==> src/rtl/bpss_req_split.sv <==
// bpss_req_split: splits bypass descriptors into chunks that never cross a
// 2^BOUND_BITS address boundary, one registered chunk per output handshake.
module bpss_req_split #(
   parameter int VADDR_BITS = 48,
   parameter int LEN_BITS   = 28,
   parameter int PID_BITS   = 6,
   parameter int BOUND_BITS = 12
) (
   input  logic                  aclk,
   input  logic                  areset,
   input  logic                  s_valid,
   output logic                  s_ready,
   input  logic [VADDR_BITS-1:0] s_vaddr,
   input  logic [LEN_BITS-1:0]   s_len,
   input  logic [PID_BITS-1:0]   s_pid,
   input  logic                  s_last,
   output logic                  m_valid,
   input  logic                  m_ready,
   output logic [VADDR_BITS-1:0] m_vaddr,
   output logic [LEN_BITS-1:0]   m_len,
   output logic [PID_BITS-1:0]   m_pid,
   output logic                  m_last,
   output logic [31:0]           chunk_cnt,
   output logic                  busy
);
   localparam int CW = LEN_BITS + BOUND_BITS + 1;
   typedef enum logic {IDLE, SPLIT} state_t;
   state_t state, nxt;
   logic [VADDR_BITS-1:0] cur_vaddr, src_vaddr;
   logic [LEN_BITS-1:0]   rem_len, src_len, chunk;
   logic [PID_BITS-1:0]   pid_r;
   logic [CW-1:0]         room;
   logic                  last_r, fin_r, fin, accept, load, hs;

   assign s_ready = state == IDLE && !areset;
   assign busy    = state != IDLE;
   assign hs      = m_valid && m_ready;
   assign accept  = state == IDLE && s_valid;
   assign load    = accept || (hs && !fin_r);

   // cur_vaddr/rem_len always describe the chunk after the one on m_*
   always_comb begin
      src_vaddr = state == IDLE ? s_vaddr : cur_vaddr;
      src_len   = state == IDLE ? s_len : rem_len;
      room      = (CW'(1) << BOUND_BITS) - CW'(src_vaddr[BOUND_BITS-1:0]);
      chunk     = CW'(src_len) < room ? src_len : room[LEN_BITS-1:0];
      fin       = chunk == src_len;
      nxt       = accept ? SPLIT : (hs && fin_r) ? IDLE : state;
   end

   always_ff @(posedge aclk)
      if (areset) state <= IDLE;
      else state <= nxt;

   always_ff @(posedge aclk) begin
      if (areset) begin
         m_valid   <= 1'b0;
         m_vaddr   <= '0;
         m_len     <= '0;
         m_pid     <= '0;
         m_last    <= 1'b0;
         chunk_cnt <= '0;
         cur_vaddr <= '0;
         rem_len   <= '0;
         pid_r     <= '0;
         last_r    <= 1'b0;
         fin_r     <= 1'b0;
      end else begin
         m_valid <= nxt == SPLIT;
         if (hs) chunk_cnt <= chunk_cnt + 32'd1;
         if (accept) begin
            pid_r  <= s_pid;
            last_r <= s_last;
         end
         if (load) begin
            m_vaddr   <= src_vaddr;
            m_len     <= chunk;
            m_pid     <= accept ? s_pid : pid_r;
            m_last    <= fin && (accept ? s_last : last_r);
            fin_r     <= fin;
            cur_vaddr <= src_vaddr + VADDR_BITS'(chunk);
            rem_len   <= src_len - chunk;
         end
      end
   end
endmodule
==> config.mk <==
export PLATFORM = sky130hd
export DESIGN_NAME = bpss_req_split
export DESIGN_NICKNAME = d
export VERILOG_FILES = /design/src/rtl/bpss_req_split.sv
export SDC_FILE = /design/constraint.sdc
export NUM_CORES = 1
export LEC_CHECK = 0
export ABC_AREA = 1
export BUFFER_PORTS_ARGS = -buffer_cell sky130_fd_sc_hd__buf_2
export CAP_MARGIN = 10
export CORE_MARGIN = 2
export CORE_UTILIZATION = 35
export CTS_CLUSTER_SIZE = 25
export DETAILED_ROUTE_END_ITERATION = 16
export GPL_ROUTABILITY_DRIVEN = 1
export PLACE_DENSITY = 0.62
export SKIP_LAST_GASP = 1
export SYNTH_ARGS = -nofsm -noshare
export SYNTH_HDL_FRONTEND = slang
export SYNTH_SLANG_ARGS = --single-unit
==> constraint.sdc <==
create_clock -name aclk -period 10.29 [get_ports aclk]
set_input_delay 0.5145 -clock aclk [delete_from_list [all_inputs] [get_ports aclk]]
set_output_delay 0.5145 -clock aclk [all_outputs]
set_load 0.005 [all_outputs]
==> results of run 1 <==
kinds of logic (layout without fill, tap and decap cells):
group | after synthesis | after routing
adders and majority gates | 57 | 57
and+or+nand+nor | 1105 | 1105
xor gates and xnor gates | 46 | 46
AOI/OAI and AO/OA | 359 | 359
buffers and inverters | 421 | 588
muxes | 9 | 9
other | 1 | 15
DFF | 200 | 200
worst register-to-register path: cells and delay by family, from the launching register on:
| family | cells | cell delay [ns] |
|---|---|---|
| AND/OR/NAND/NOR | 20 | 2.65 |
| adder cells (fa/ha/maj) | 4 | 1.24 |
| AO/OA/AOI/OAI | 4 | 1.01 |
| buffers and inverters | 4 | 0.81 |
| flip-flops | 1 | 0.35 |
power by group:
| part | internal, mW | leakage [nW] | switching, mW |
|---|---|---|---|
| registers | 0.841 | 1.65 | 0.0298 |
| logic | 0.250 | 6.40 | 0.506 |
| clock network | 0.332 | 0.287 | 0.363 |
| total | 1.42 | 8.33 | 0.899 |
state kept, by name, indices dropped and copies added (netlist names):
name	flops
chunk_cnt	32
cur_vaddr	48
fin_r	1
last_r	1
m_last	1
m_len	28
m_pid	6
m_vaddr	48
m_valid	1
pid_r	6
rem_len	28
how the worst min path moves through the flow:
stage                           start                     end  slack, ns  cells after the start
2_1_floorplan  m_len[13]$_SDFFE_PP0P_  m_len[13]$_SDFFE_PP0P_       0.43                      2
3_3_place_gp   m_len[15]$_SDFFE_PP0P_  m_len[15]$_SDFFE_PP0P_       0.43                      2
3_5_place_dp   m_len[18]$_SDFFE_PP0P_  m_len[18]$_SDFFE_PP0P_       0.43                      2
4_1_cts                      s_pid[1]     pid_r[1]$_SDFF_PP0_       0.26                      3
5_1_grt                      s_pid[5]     pid_r[5]$_SDFF_PP0_       0.29                      3
6_report                     s_pid[3]     pid_r[3]$_SDFF_PP0_       0.29                      3
synth_stat cells, types with 2 or more instances:
cell type / number / area share, %
nand3_1: 113 / 4.1
buf_1: 3 / 0.082
o211ai_1: 8 / 0.44
buf_2: 24 / 0.87
nand2_4: 6 / 0.49
o21ai_2: 23 / 1.5
buf_6: 12 / 0.98
xnor2_1: 9 / 0.57
fa_1: 2 / 0.29
nand2_1: 630 / 17
a21o_1: 6 / 0.33
ha_1: 55 / 5.0
mux2i_1: 9 / 0.66
o21a_1: 3 / 0.16
nand3_2: 2 / 0.15
inv_2: 7 / 0.19
clkbuf_1: 36 / 0.98
a31oi_1: 18 / 0.82
nand3b_1: 3 / 0.16
a21oi_1: 96 / 3.5
xor2_1: 37 / 2.4
nor3_1: 25 / 0.91
nor2_1: 223 / 6.1
a21boi_0: 4 / 0.22
o21ai_1: 14 / 0.51
dfxtp_1: 200 / 29
inv_1: 336 / 9.2
or2_2: 12 / 0.55
nand2_2: 23 / 1.0
nor4_2: 2 / 0.18
nand4_1: 28 / 1.3
nor2_2: 16 / 0.73
nor3b_1: 5 / 0.27
o21bai_1: 27 / 1.5
nor2_4: 5 / 0.41
nor4_1: 2 / 0.091
o21ai_0: 154 / 5.6
and2_1: 2 / 0.091
stage by stage:
stage / setup WS [ns] / total power, mW / utilization (%) / instance area (um2)
after floorplan: 5.44 / 1.42 / - / 13800
after global placement: 4.42 / 1.63 / 39.0 / 15100
after detailed placement: 4.25 / 1.63 / 39.0 / 15100
after CTS: 4.21 / 2.34 / 40.5 / 15700
after global routing: 3.66 / 2.48 / 40.5 / 15700
final: 4.10 / 2.32 / 40.5 / 15700
layout make-up:
class                   count  area (um2)
repair buffers            212        1080
inverters                 344        1300
well taps                 518         648
multi-input cells        1591        8070
clock buffers              18         439
clock inverters            14         149
fillers                  4242       23000
flip-flops and latches    200        4010
placed cells by master (no fill, tap or decap), types with 28 or more instances in the layout:
| master | n |
|---|---|
| a21oi_1 | 96 |
| buf_2 | 204 |
| dfxtp_1 | 199 |
| ha_1 | 55 |
| inv_1 | 335 |
| nand2_1 | 630 |
| nand3_1 | 113 |
| nand4_1 | 28 |
| nor2_1 | 223 |
| o21ai_0 | 154 |
| xor2_1 | 37 |
metal layers:
| metal | vias up | GRT usage [%] | wire length [um] |
|---|---|---|---|
| met1 | 6399 | 29.6 | 21000 |
| met5 | - | 0 | 0 |
| li1 | 7251 | - | - |
| met4 | 0 | 6.07 | 819 |
| met2 | 329 | 34.5 | 19600 |
| met3 | 43 | 3.29 | 1990 |
==> impl_metrics.ini, run 1 <==
[run_status]
status = finished, final reports clean

[critical_path]
crit_cells = 32
r2r_cells = 32
critical_path.most_common_cell = nand2_1
endpoint = cur_vaddr[34]$_SDFFE_PP0P_
cp_top_family = simple AND/OR/NAND/NOR gates
cp_slowest_cell = o21ai_0
path_class = flip-flop to flip-flop
cpPeakStageDelay_ns = 0.58
required_ns = 10.64
critPathBufInv = 4
worstReg2RegEnd = cur_vaddr[34]$_SDFFE_PP0P_
r2r_start = m_valid$_SDFFE_PP0P_
path_max_fanout = 49
r2r_slack_ns = 4.10
start_kind = flip-flop
arrival_ns = 6.54
cp-startpoint = m_valid$_SDFFE_PP0P_
endpoint_kind = flip-flop

[sta]
fin_worst_skew_ns = 0.0159
drv_slew = 0
fin_setup_tns_ns = 0
final-hold-violation-count = 0
hold_slack_ns = 0.292
worst_pin_slew_ns = 1.05
max_freq_mhz = 161
rsz0062_at_grt = no
setup_viol = 0
period_needed_ns = 6.19
max_slew_margin_pct = 30.1
finalCritPeriodShare_pct = 60.2

[drt]
wl_per_cell_um = 15.0
drcViolationCount = 0
first_iter_violations = 967
vias = 14000
drt_pass1_iterations = 5
finalWirelength_mm = 43.4
ant_nets = 0
via_per_inst = 4.84

[synth]
synth_enable_flop_cells = 0
synth_mux_area_share_pct = 0.655
synth_cell_types = 56
synth_fa_ha_area_share_pct = 5.30
synth-seq-cells = 200
synthFlopType = dfxtp_1
synthXorXnorAreaFrac_pct = 2.93
yosysSeqAreaShare_pct = 29.1
netlist_instances = 2198
synth-simple-area-share_pct = 34.5
synth-compound-area-share_pct = 14.9
yosys_warnings = 0
synth_area_per_cell_um2 = 6.25
postSynth.asyncResetShare_pct = 0
syn_area_um2 = 13700
synth_top_family_by_area = simple AND/OR/NAND/NOR gates

[global_routing]
grt_pass1_wl_mm = 70.4
antenna_found_initial = 0
grt_max_degree = 110
track_usage_pct = 21.4
grt_pass1_vias = 13300
gr-total-overflow = 0

[clocking]
cts_root_buf = clkbuf_16
cts_htree_levels = 4
post_cts_buffers = 0
cts.repair.resized = 0
cts_sinks = 200
cts_hold_buf = 0
clk_latency_ns = 0.48
cts-buffers-inserted = 17
path_clk_slew_ns = 0.09
clk_path_buf_depth = 2
tritoncts = built

[final_layout]
drive_gt1_share_pct = 14.7
nets = 2510
area_growth_pct = 14.2
antenna_cells = 0
fin_cells = 2897

[power]
leakage_nw = 8.33
ir_drop_uv = 122
p_per_area_nw_per_um2 = 148

[placement]
place_hpwl_mm = 32.7
port_buffers = 204
placedCellCount = 2865
gp_congestion = 0.913

[hold_path]
hold_path.class = input port to flip-flop

[floorplan]
die_h_um = 202
rows = 72
start_util_pct = 35.5
io_pins = 205
core_area_um2 = 38700
dieArea_um2 = 40900
die-width_um = 202

[run]
drv_cap = 0
Power figures use the tool's default switching activity.
==> inputs of run 2 (changes only) <==
--- a/config.mk
+++ b/config.mk
@@ -5,7 +5,7 @@
 export SDC_FILE = /design/constraint.sdc
 export NUM_CORES = 1
 export LEC_CHECK = 0
-export ABC_AREA = 1
+export ABC_AREA = 0
 export BUFFER_PORTS_ARGS = -buffer_cell sky130_fd_sc_hd__buf_2
 export CAP_MARGIN = 10
 export CORE_MARGIN = 2
@@ -13,7 +13,7 @@
 export CTS_CLUSTER_SIZE = 25
 export DETAILED_ROUTE_END_ITERATION = 16
 export GPL_ROUTABILITY_DRIVEN = 1
-export PLACE_DENSITY = 0.62
+export PLACE_DENSITY = 0.65
 export SKIP_LAST_GASP = 1
 export SYNTH_ARGS = -nofsm -noshare
 export SYNTH_HDL_FRONTEND = slang
==> constraint.sdc (replaced) <==
create_clock -name aclk -period 5.6 [get_ports aclk]
set_input_delay 0.28 -clock aclk [delete_from_list [all_inputs] [get_ports aclk]]
set_output_delay 0.28 -clock aclk [all_outputs]
set_load 0.005 [all_outputs]
==> run 2 against run 1 <==
The run now ends with setup timing left. Combinational power grew to 2.5 times the previous value. First-iteration DRC count shrank 17%. Die area shrank 10%. Power grew 110%. Routed wire length shrank 12%. Count of clock-buffer cells in the layout shrank 1. Core utilization grew 7.2 points. Non-clock buffer count grew 177. Worst hold slack lost 0.20 ns. Flip-flop and latch count is the same.
==> impl_metrics.ini, run 2 <==
[power]
ir_drop_uv = 237
leakage_nw = 6.97
p_per_area_nw_per_um2 = 297
totalPowerFinal_mw = 4.88

[final_layout]
fill_cells = 3344
nets = 1946
final_common_cell = buf_2
area_growth_pct = 34.2
drive_gt1_share_pct = 34.2
final_cell_mix = buf_2, dfxtp_1, buf_4, nor2_1, nand2_1
reg_top3 = cur_vaddr x48, m_vaddr x48, chunk_cnt x32
multi_input_comb_area_um2 = 8560
seqCellArea_um2 = 4010

[placement]
place_hpwl_mm = 27.6
dp_slack_ns = -0.702
gp_congestion = 0.904
port_buffers = 204

[global_routing]
antenna_found_initial = 4
gr-total-overflow = 0
grt_max_degree = 110
grt_pass1_vias = 11600
grt_pass1_wl_mm = 59.5
track_usage_pct = 20.3

[floorplan]
die-width_um = 191
core_area_um2 = 34500
dieArea_um2 = 36600
start_util_pct = 35.5
io_pins = 205
die_h_um = 191
rows = 68

[drt]
drcViolationCount = 0
via_per_inst = 5.28
wl_per_cell_um = 16.8
vias = 12000
first_iter_violations = 803
finalWirelength_mm = 38.1
drt_pass1_iterations = 6
ant_nets = 0

[clocking]
cts_hold_buf = 0
path_clk_slew_ns = 0.09
tritoncts = built
cts_htree_levels = 4
clk_latency_ns = 0.47
cts_sinks = 200
cts_root_buf = clkbuf_16
clk_path_buf_depth = 2
cts-buffers-inserted = 17

[synth]
synth_cell_types = 97
ys_top_cells_by_area = dfxtp_1, ha_1, nor2_1
synth.most_common_cell = dfxtp_1
netlist_instances = 1464
synth-seq-cells = 200
syn_area_um2 = 12300
yosysTopAreaCellShare_pct = 32.6
yosys.area.top_type = dfxtp_1
synth_area_per_cell_um2 = 8.38
synthFlopType = dfxtp_1
yosysSeqAreaShare_pct = 32.6
synth_enable_flop_cells = 0
yosys_warnings = 0
postSynth.asyncResetShare_pct = 0
yosys-top-cells-count = dfxtp_1, nor2_1, nand2_1

[sta]
finalCritPeriodShare_pct = 110
drv_slew = 0
setup_slack_ns = -0.536
max_freq_mhz = 163
worst_pin_slew_ns = 1.03
final-hold-violation-count = 0
period_needed_ns = 6.14
max_slew_margin_pct = 31.4
fin_worst_skew_ns = 0.0222
setup_viol = 42
rsz0062_at_grt = yes

[critical_path]
path_class = flip-flop to flip-flop
cpPeakStageDelay_ns = 0.41
start_kind = flip-flop
endpoint_kind = flip-flop
cp_slowest_cell = dfxtp_4
arrival_ns = 6.47
required_ns = 5.93
critical_path.most_common_cell = ha_4
path_max_fanout = 6

[run]
drv_cap = 0

[hold_path]
hold_path.class = input port to flip-flop

[run_status]
status = complete, but fails checks
violations = setup timing
==> run 2: area by class of cell <==
cell class / count / share of cell area, %
Inverter: 49 / 1.13
Antenna cell: 2 / 0.0304
Sequential cell: 200 / 24.3
Timing Repair Buffer: 389 / 15.3
Clock inverter: 15 / 1.18
Multi-Input combinational cell: 1145 / 52.0
Tap cell: 455 / 3.46
Clock buffer: 17 / 2.58
==> run 2: through the flow <==
stage               instances  hold WS, ns  util, %  instance area, um2  setup TNS, ns
floorplan                1478        0.428        -               12600         -15.43
global placement         2210        0.431     43.2               14900         -10.75
detailed placement       2210        0.438     43.2               14900         -18.47
CTS                      2248       0.0622     45.9               15900         -16.67
global route             2271       0.0748     47.7               16500         -22.53
finish                   2272       0.0915     47.7               16500         -11.46
==> run 2: cell families after synthesis <==
logic type | count (synthesis) | share of synthesized area [%]
AOI/OAI and AO/OA | 355 | 20.3
DFF | 200 | 32.6
buffers and inverters | 133 | 5.16
other | 1 | 0.0306
and+or+nand+nor | 537 | 21.5
xor gates and xnor gates | 93 | 6.64
muxes | 88 | 7.78
adders and majority gates | 57 | 5.93
==> run 2: critical path: cells and delay by family, from the launching register on <==
kind	cells	cell delay, ns
flip-flops	1	0.41
AND/OR/NAND/NOR	8	1.47
adder cells (fa/ha/maj)	3	0.57
multiplexers	3	0.94
AO/OA/AOI/OAI	9	1.89
buffers and inverters	6	0.75
==> run 2: path summary, 6_finish.rpt <==
check	startpoint	endpoint	cells past startpoint	slack, ns
min reg2reg	cur_vaddr[12]$_SDFFE_PP0P_	cur_vaddr[12]$_SDFFE_PP0P_	2	0.45
max reg2reg	m_valid$_SDFFE_PP0P_	cur_vaddr[43]$_SDFFE_PP0P_	29	-0.54
max	m_valid$_SDFFE_PP0P_	cur_vaddr[43]$_SDFFE_PP0P_	29	-0.54
min	s_pid[2]	pid_r[2]$_SDFF_PP0_	3	0.09
==> run 2: power breakdown <==
part	switching, mW	internal, mW	total, mW	leakage (nW)
Clock	0.679	0.614	1.29	0.300
Combinational	1.01	0.925	1.93	5.02
Sequential	0.0992	1.56	1.66	1.64
==> run 2: what timing repair did <==
item,4_1_cts,5_1_grt
pin swaps,38,64
hold endpoints to repair,0,0
gates resized for setup,53,86
setup buffers,7,23
setup endpoints to repair,53,63
==> run 2: layer usage <==
layer	routed length (um)	part of all wire, %	GRT usage [%]
met1	17200	45	26.4
met2	17900	47	33.2
met4	909	2.4	7.04
met3	2100	5.5	4.35
met5	25	0.066	0
